File: config.mk
export PLATFORM = sky130hd
export DESIGN_NAME = uart_tx_arbiter
export DESIGN_NICKNAME = d
export VERILOG_FILES = /design/src/rtl/uart_pkg.sv /design/src/rtl/uart_tx_arbiter_rr_pick.sv /design/src/rtl/uart_tx_arbiter.sv
export SDC_FILE = /design/constraint.sdc
export NUM_CORES = 1
export LEC_CHECK = 0
export CORE_MARGIN = 1.5
export CORE_UTILIZATION = 50
export DETAILED_ROUTE_END_ITERATION = 8
export GPL_ROUTABILITY_DRIVEN = 0
export PLACE_DENSITY_LB_ADDON = 0.1
export SLEW_MARGIN = 20
export SYNTH_ARGS = -nofsm -noshare
export SYNTH_HDL_FRONTEND = slang
export SYNTH_HIERARCHICAL = 1
export SYNTH_SLANG_ARGS = --single-unit
File: constraint.sdc
create_clock -name clk -period 4.3 [get_ports clk]
set_input_delay 0.645 -clock clk [delete_from_list [all_inputs] [get_ports clk]]
set_output_delay 0.645 -clock clk [all_outputs]
set_load 0.005 [all_outputs]
File: src/rtl/uart_pkg.sv
`default_nettype none
// ============================================================================
// uart_pkg : shared constants, FSM encodings and width helper for the UART TX arbiter
// Revision : 1.0
// ============================================================================
package uart_pkg;

  localparam int DATA_W = 8;

  localparam logic [1:0] ST_IDLE  = 2'b00;
  localparam logic [1:0] ST_GRANT = 2'b01;
  localparam logic [1:0] ST_SEND  = 2'b10;
  localparam logic [1:0] ST_WAIT  = 2'b11;

  // Ceiling log2 with a floor of 1 so single-bit fields never collapse to zero width.
  function automatic int clog2(input int n);
    int r;
    r = 1;
    for (int i = 1; i < 31; i++) begin
      if ((1 << i) < n) r = i + 1;
    end
    return r;
  endfunction

endpackage
`default_nettype wire

File: src/rtl/uart_tx_arbiter_rr_pick.sv
`default_nettype none
// ============================================================================
// rr_pick : combinational round-robin selector, first valid above rr_ptr (wrapping)
// Revision : 1.0
// ============================================================================
module rr_pick
  import uart_pkg::*;
#(
  parameter int NUM_REQ = 4,
  parameter int IDX_W   = clog2(NUM_REQ)
) (
  input  logic [NUM_REQ-1:0] req_valid,
  input  logic [IDX_W-1:0]   rr_ptr,
  output logic               found,
  output logic [IDX_W-1:0]   idx
);

  logic [IDX_W-1:0] w_cand;

  // Scan from farthest to nearest so the nearest candidate (rr_ptr+1) wins.
  always_comb begin
    found  = 1'b0;
    idx    = '0;
    w_cand = '0;
    for (int k = NUM_REQ; k >= 1; k--) begin
      w_cand = IDX_W'((int'(rr_ptr) + k) % NUM_REQ);
      if (req_valid[w_cand]) begin
        found = 1'b1;
        idx   = w_cand;
      end
    end
  end

endmodule
`default_nettype wire

File: src/rtl/uart_tx_arbiter.sv
`default_nettype none
// ============================================================================
// uart_tx_arbiter : packet-level round-robin arbiter sharing one UART serializer
// Revision : 1.0
// ============================================================================
module uart_tx_arbiter #(
  parameter int NUM_REQ      = 4,
  parameter int DATA_W       = uart_pkg::DATA_W,
  parameter int HOLD_TIMEOUT = 1024
) (
  input  logic                                  clk,
  input  logic                                  rst,
  input  logic [NUM_REQ-1:0]                    req_valid,
  input  logic [NUM_REQ*DATA_W-1:0]             req_data,
  input  logic [NUM_REQ-1:0]                    req_last,
  output logic [NUM_REQ-1:0]                    req_ready,
  output logic [DATA_W-1:0]                     tx_data,
  output logic                                  tx_start,
  input  logic                                  tx_ready,
  output logic [uart_pkg::clog2(NUM_REQ)-1:0]   grant_id,
  output logic                                  busy,
  output logic                                  err_timeout,
  output logic [1:0]                            present_state
);
  import uart_pkg::*;

  localparam int GW = clog2(NUM_REQ);
  localparam int CW = clog2(HOLD_TIMEOUT + 1);
  localparam logic [CW-1:0] c_hold_max = CW'(HOLD_TIMEOUT - 1);

  logic [1:0]         r_state;
  logic [GW-1:0]      r_rr_ptr;
  logic               r_last;
  logic [CW-1:0]      r_hold_cnt;

  logic               w_found;
  logic [GW-1:0]      w_pick;
  logic               w_sel_valid;
  logic               w_sel_last;
  logic [DATA_W-1:0]  w_sel_data;
  logic [NUM_REQ-1:0] w_grant_onehot;

  rr_pick #(
    .NUM_REQ (NUM_REQ),
    .IDX_W   (GW)
  ) u_rr_pick (
    .req_valid (req_valid),
    .rr_ptr    (r_rr_ptr),
    .found     (w_found),
    .idx       (w_pick)
  );

  // Route the granted requester's handshake signals onto a single lane.
  always_comb begin
    w_sel_valid    = 1'b0;
    w_sel_last     = 1'b0;
    w_sel_data     = '0;
    w_grant_onehot = '0;
    for (int i = 0; i < NUM_REQ; i++) begin
      if (GW'(i) == grant_id) begin
        w_sel_valid       = req_valid[i];
        w_sel_last        = req_last[i];
        w_sel_data        = req_data[i*DATA_W +: DATA_W];
        w_grant_onehot[i] = 1'b1;
      end
    end
  end

  always_ff @(posedge clk or posedge rst) begin
    if (rst) begin
      r_state     <= ST_IDLE;
      r_rr_ptr    <= GW'(NUM_REQ - 1);
      r_last      <= 1'b0;
      r_hold_cnt  <= '0;
      req_ready   <= '0;
      tx_data     <= '0;
      tx_start    <= 1'b0;
      grant_id    <= '0;
      busy        <= 1'b0;
      err_timeout <= 1'b0;
    end else begin
      req_ready   <= '0;
      tx_start    <= 1'b0;
      err_timeout <= 1'b0;
      case (r_state)
        ST_IDLE: begin
          if (w_found) begin
            grant_id   <= w_pick;
            busy       <= 1'b1;
            r_hold_cnt <= '0;
            r_state    <= ST_GRANT;
          end
        end
        ST_GRANT: begin
          if (w_sel_valid && tx_ready) begin
            tx_data    <= w_sel_data;
            r_last     <= w_sel_last;
            tx_start   <= 1'b1;
            req_ready  <= w_grant_onehot;
            r_hold_cnt <= '0;
            r_state    <= ST_SEND;
          end else if (!w_sel_valid) begin
            if (r_hold_cnt == c_hold_max) begin
              err_timeout <= 1'b1;
              r_rr_ptr    <= grant_id;
              busy        <= 1'b0;
              r_hold_cnt  <= '0;
              r_state     <= ST_IDLE;
            end else begin
              r_hold_cnt <= r_hold_cnt + CW'(1);
            end
          end else begin
            // Serializer back-pressure is not the requester's fault.
            r_hold_cnt <= '0;
          end
        end
        ST_SEND: begin
          r_state <= ST_WAIT;
        end
        ST_WAIT: begin
          if (tx_ready) begin
            r_hold_cnt <= '0;
            if (r_last) begin
              r_rr_ptr <= grant_id;
              busy     <= 1'b0;
              r_state  <= ST_IDLE;
            end else begin
              r_state <= ST_GRANT;
            end
          end
        end
        default: r_state <= ST_IDLE;
      endcase
    end
  end

  assign present_state = r_state;

endmodule
`default_nettype wire
Yosys cells after proc, flatten, opt, wreduce, memory -nomap -nowiden
Index checks and enable logic that the tools add are counted.
Widths: inputs -> output; s select.

cells by class
  add/subtract/negate cells = 5
  order comparisons = 4
  eq/ne operators = 15
  muxes and demuxes = 66
  reductions and logical operators = 11

operators with widths
  operator               count
  $mux 11                5
  $mux 1                 33
  $pmux 11 s3            1
  $mux 8                 4
  $mux 2                 14
  $lt 2x3->1 const B     4
  $add 11x1->11 const B  1
  $eq 11x10->1 const B   1
  $ne 2x2->1 const B     5
  $bmux 1 s2             4
  $mux 4                 2
  $pmux 2 s4             1
  $reduce_and 7->1       1
  $ne 3x3->1 const B     2
  $reduce_and 6->1       1
  $add 2x1->2 const B    2
  $add 2x2->2 const B    2
  $eq 2x2->1 const A     2
  $eq 2x2->1 const B     2
  $logic_not 2->1        2
  $pmux 2 s2             1
  $reduce_and 2->1       2
  $reduce_and 4->1       1
  $pmux 1 s3             1
  other kinds (7)        7

word-level totals
  bits in registers = 33
  bits of input ports = 43
  output and inout port bits = 19

Logic depth before layout (Yosys ltp)
  word-level depth = 9
  depth in mapped cells = 7

Hierarchy
Netlist, hierarchy kept.

by module, submodules not included
  module           instances  cells an instance  area an instance (um2)
  uart_tx_arbiter  1          148                1849.3
  rr_pick          1          14                 91.3

Least setup slack after synthesis
Ideal clock, no wire load.

  kind = in2reg
  start point = input req_valid[3]
  end point = register r_last
  arrival time = 1796 ps
  data required time = 4175 ps
  setup slack = 2379 ps
  stages on the path = 6
  path through = mux4_2 > nand3_2 > or2_4 > inv_4 > buf_12 > mux2_4

between the ends
  longest elaborated chain between the ends = 3

RTL lines
  item                               RTL line               text
  from (decl)                        uart_tx_arbiter.sv:13  input logic [NUM_REQ-1:0] req_valid,
  $mux 1                             uart_tx_arbiter.sv:60  if (GW'(i) == grant_id) begin
  $logic_and 1x1->1                  uart_tx_arbiter.sv:95  if (w_sel_valid && tx_ready) begin
  $reduce_and 2->1 (no source line)  --
  to (signal assigned)               uart_tx_arbiter.sv:97  r_last <= w_sel_last;
  to (decl)                          uart_tx_arbiter.sv:33  logic r_last;

No other way between the ends.
A chain may end at the register's enable or synchronous reset.

Final worst setup path
  start point = register grant_id[0] (netlist name)
  end point = register r_hold_cnt[4]

between the ends
  longest elaborated chain between the ends = 8
  elaborated cells on any way between the ends = 12

RTL lines
  item                                                 RTL line                                       text
  from (decl)                                          uart_tx_arbiter.sv:20                          output logic [uart_pkg::clog2(NUM_REQ)-1:0] grant_id,
  from (signal assigned)                               uart_tx_arbiter.sv:88                          grant_id <= w_pick;
  $logic_not 2->1                                      uart_tx_arbiter.sv:60
  $mux 1 (3 in series)                                 uart_tx_arbiter.sv:60
  $mux 1 *                                             uart_tx_arbiter.sv:60
  $mux 11 / $logic_and 1x1->1 (equally long branches)  uart_tx_arbiter.sv:102, uart_tx_arbiter.sv:95
  $mux 11 *                                            uart_tx_arbiter.sv:95
  $pmux 11 s3 *                                        uart_tx_arbiter.sv:85                          case (r_state)
  to (signal assigned)                                 uart_tx_arbiter.sv:110                         r_hold_cnt <= r_hold_cnt + CW'(1);
  to (decl)                                            uart_tx_arbiter.sv:34                          logic [CW-1:0] r_hold_cnt;

Mark *: on every way between the ends. The rest lies on a longest branch, timed or not.

==> results.json <==
{
  "path_buf_inv": 0,
  "ctsResizeCount": 0,
  "drtIter0Drc": 64,
  "synth_area_leader_cell": "dfrtp_1",
  "syn_area_per_cell_um2": 12.0,
  "intPower_uw": 957,
  "worstSetupPathType": "reg2reg",
  "dp_hpwl_um": 3150,
  "cts.sinks": 33,
  "yosys-top-cells-area": "dfrtp_1 40%, mux4_1 6.8%, mux2_4 6.2%",
  "track_usage": 0.222,
  "clk_latency_ns": 0.28,
  "h-tree-depth": 2,
  "synth_edf_count": 0,
  "routed_wl_um": 4340,
  "cts_setup_buffers": 0,
  "grt_max_degree": 34,
  "dp_cells": 263,
  "netSwitchingFraction": 0.332,
  "ant_nets": 0,
  "cp-start-kind": "flop",
  "setup_violations": 0,
  "netlist.area_leader.share": 0.400,
  "period_share": 0.568,
  "path_cells": "or3b_2 > o22ai_1 > a31oi_1 > o22ai_1",
  "rsz0062_at_grt": "false",
  "cp_max_fo": 19,
  "cts_tree": "yes",
  "vias": 1535,
  "grt_pass1_vias": 1504,
  "core_area_mm2": 0.00369,
  "rows": 22,
  "fill_cells": 270,
  "nets": 266,
  "p_leak_nw": 1.10,
  "drtPass1Iterations": 4,
  "powerDensity_mw_per_mm2": 545,
  "clkPwrFrac": 0.151,
  "multi_input_area_mm2": 0.00101,
  "wire_per_inst_um": 16.0,
  "fin_worst_skew_ns": 0.00227,
  "worstSetupEndpointType": "flop",
  "tightest_slew_ns": 0.867,
  "clkTransAtPathRegs_ns": 0.06,
  "antenna_cells_inserted": 0,
  "period_minus_slack_ns": 2.44,
  "setup_tns_ns": 0,
  "cp.arrival_ns": 2.64,
  "grt_pass1_wl_um": 7130,
  "max_stage_delay_ns": 0.67,
  "cp_slowest_cell": "dfrtp_1",
  "slew_headroom": 0.422,
  "cp_common_cell": "o22ai_1",
  "pwr-share-seq": 0.381,
  "syn-cell-area_mm2": 0.00194,
  "synth_nets": 206,
  "synth_ff_type": "dfrtp_1",
  "maxCapViolations": 0,
  "ys_seq_area_frac": 0.427,
  "drc_errors": 0,
  "synthArstFlopShare": 1.00,
  "critPathTopFamily": "compound AO/OA/AOI/OAI gates",
  "die_h_um": 65.3,
  "slew_violations": 0,
  "netlist_instances": 162,
  "hold_violations": 0,
  "switchingPower_uw": 476,
  "worstPathRequired_ns": 4.50,
  "synth-seq-cells": 33,
  "netlist-cell-type-count": 49,
  "clock.fmax_ghz": 0.409,
  "grt-ovfl-total": 0,
  "io_pins": 62,
  "drive_above_1_share": 0.184,
  "regArea_um2": 828,
  "area_growth_syn_to_layout_pct": 35.6,
  "postCtsHoldBufs": 0,
  "cts_buffers": 5,
  "initial_core_util": 0.526,
  "cts_buffer_depth": 2,
  "peakVddDrop_uv": 423,
  "stdcell_count": 271,
  "vias_per_cell": 5.66,
  "ys_warn_count": 6,
  "die_area_mm2": 0.00426,
  "cts_root_buf": "clkbuf_8",
  "antenna_found_initial": 0,
  "hold_class": "reg2reg",
  "portBuffers": 61,
  "combPwrFrac": 0.468,
  "status": "finished clean",
  "die_w_um": 65.3
}
## worst reg2reg max path, delay by kind of cell, from the launching register on
kind	cells	cell delay, ns
compound gates	3	1.07
simple gates	1	0.61
flops	1	0.67
## cell families after synthesis
kind of cell | count (synthesis) | share of synthesized area
compound gates | 32 | 0.130
fa+ha+maj | 1 | 0.00645
buf+inv | 18 | 0.0548
flops | 33 | 0.427
mux | 27 | 0.239
simple gates | 51 | 0.144
## final timing paths
path,startpoint,slack (ns),cells past startpoint,endpoint
max in group asynchronous,rst,3.21,3,r_rr_ptr[0]$_DFFE_PP1P_
worst max register to register,grant_id[0]$_DFFE_PP0P_,1.86,4,r_hold_cnt[4]$_DFFE_PP0P_
worst min register to register,tx_data[5]$_DFFE_PP0P_,0.51,1,tx_data[5]$_DFFE_PP0P_
min in group asynchronous,rst,0.77,3,r_hold_cnt[3]$_DFFE_PP0P_
worst min-delay path,tx_data[5]$_DFFE_PP0P_,0.51,1,tx_data[5]$_DFFE_PP0P_
worst max-delay path,grant_id[0]$_DFFE_PP0P_,1.86,4,r_hold_cnt[4]$_DFFE_PP0P_
## placed cells by master, fill, tap and decap left out, drive strengths merged, types with 3 or more instances in the layout
cell type / count
mux4: 10
nand4: 3
mux2: 15
o21ai: 3
a21oi: 5
clkbuf: 6
nor2: 6
dfrtp: 31
nor3: 5
nand2b: 6
nand3: 5
a31oi: 6
o22ai: 3
inv: 9
a21o: 4
clkdlybuf4s50: 61
nand2: 14
## power groups by stage
stage	logic [mW]	clock network (mW)	registers, mW
floorplan	0.505	0	0.482
global placement	0.652	0	0.544
detailed placement	0.669	0	0.556
CTS	0.676	0.222	0.550
global route	0.726	0.234	0.567
finish	0.671	0.216	0.547
## flip-flops by register name (all words and copies together) (netlist names), named ones only
signal / count
r_hold_cnt: 11
tx_data: 8
req_ready: 4
grant_id: 2
r_rr_ptr: 2
busy: 1
err_timeout: 1
present_state: 1
r_last: 1
tx_start: 1
## routing by layer
layer	share of wire	up-vias	global-route usage
met4	0.013	0	0.0677
met3	0.074	8	0.0719
met5	0	-	0
met2	0.49	60	0.362
met1	0.42	738	0.281
li1	-	729	-
## cells in the mapped netlist (2+ instances only)
master,number
clkbuf_1,4
dfrtp_1,31
nor3_1,5
o21ai_0,3
mux4_2,5
inv_1,8
a31oi_1,6
buf_6,2
a21oi_1,4
mux2i_1,2
a21o_1,4
dfstp_2,2
nor3b_1,2
a31o_1,2
mux2_4,8
nand2b_1,6
nand2_1,14
nand4_1,3
mux4_1,5
and3_1,2
nand3_1,4
o22ai_1,2
nor2_1,6
mux2_2,7
## per-stage QoR
stage,setup WS (ns),hold slack (ns),power [mW],instance area (um2),util
global placement,1.51,0.487,1.20,2550,0.691
detailed placement,1.40,0.492,1.23,2550,0.691
floorplan,2.38,0.458,0.986,1940,-
CTS,1.70,0.513,1.45,2630,0.713
global route,1.66,0.532,1.53,2630,0.713
finish,1.86,0.511,1.43,2630,0.713
## area by class of cell
| type | count | area share |
|---|---|---|
| clock inverters | 2 | 0.00380 |
| clock buffers | 6 | 0.0276 |
| well taps | 48 | 0.0228 |
| repair buffers | 62 | 0.235 |
| flip-flops and latches | 33 | 0.315 |
| multi-input cells | 111 | 0.382 |
| inverters | 9 | 0.0138 |
Note: power is estimated with default switching activity, not from simulation.
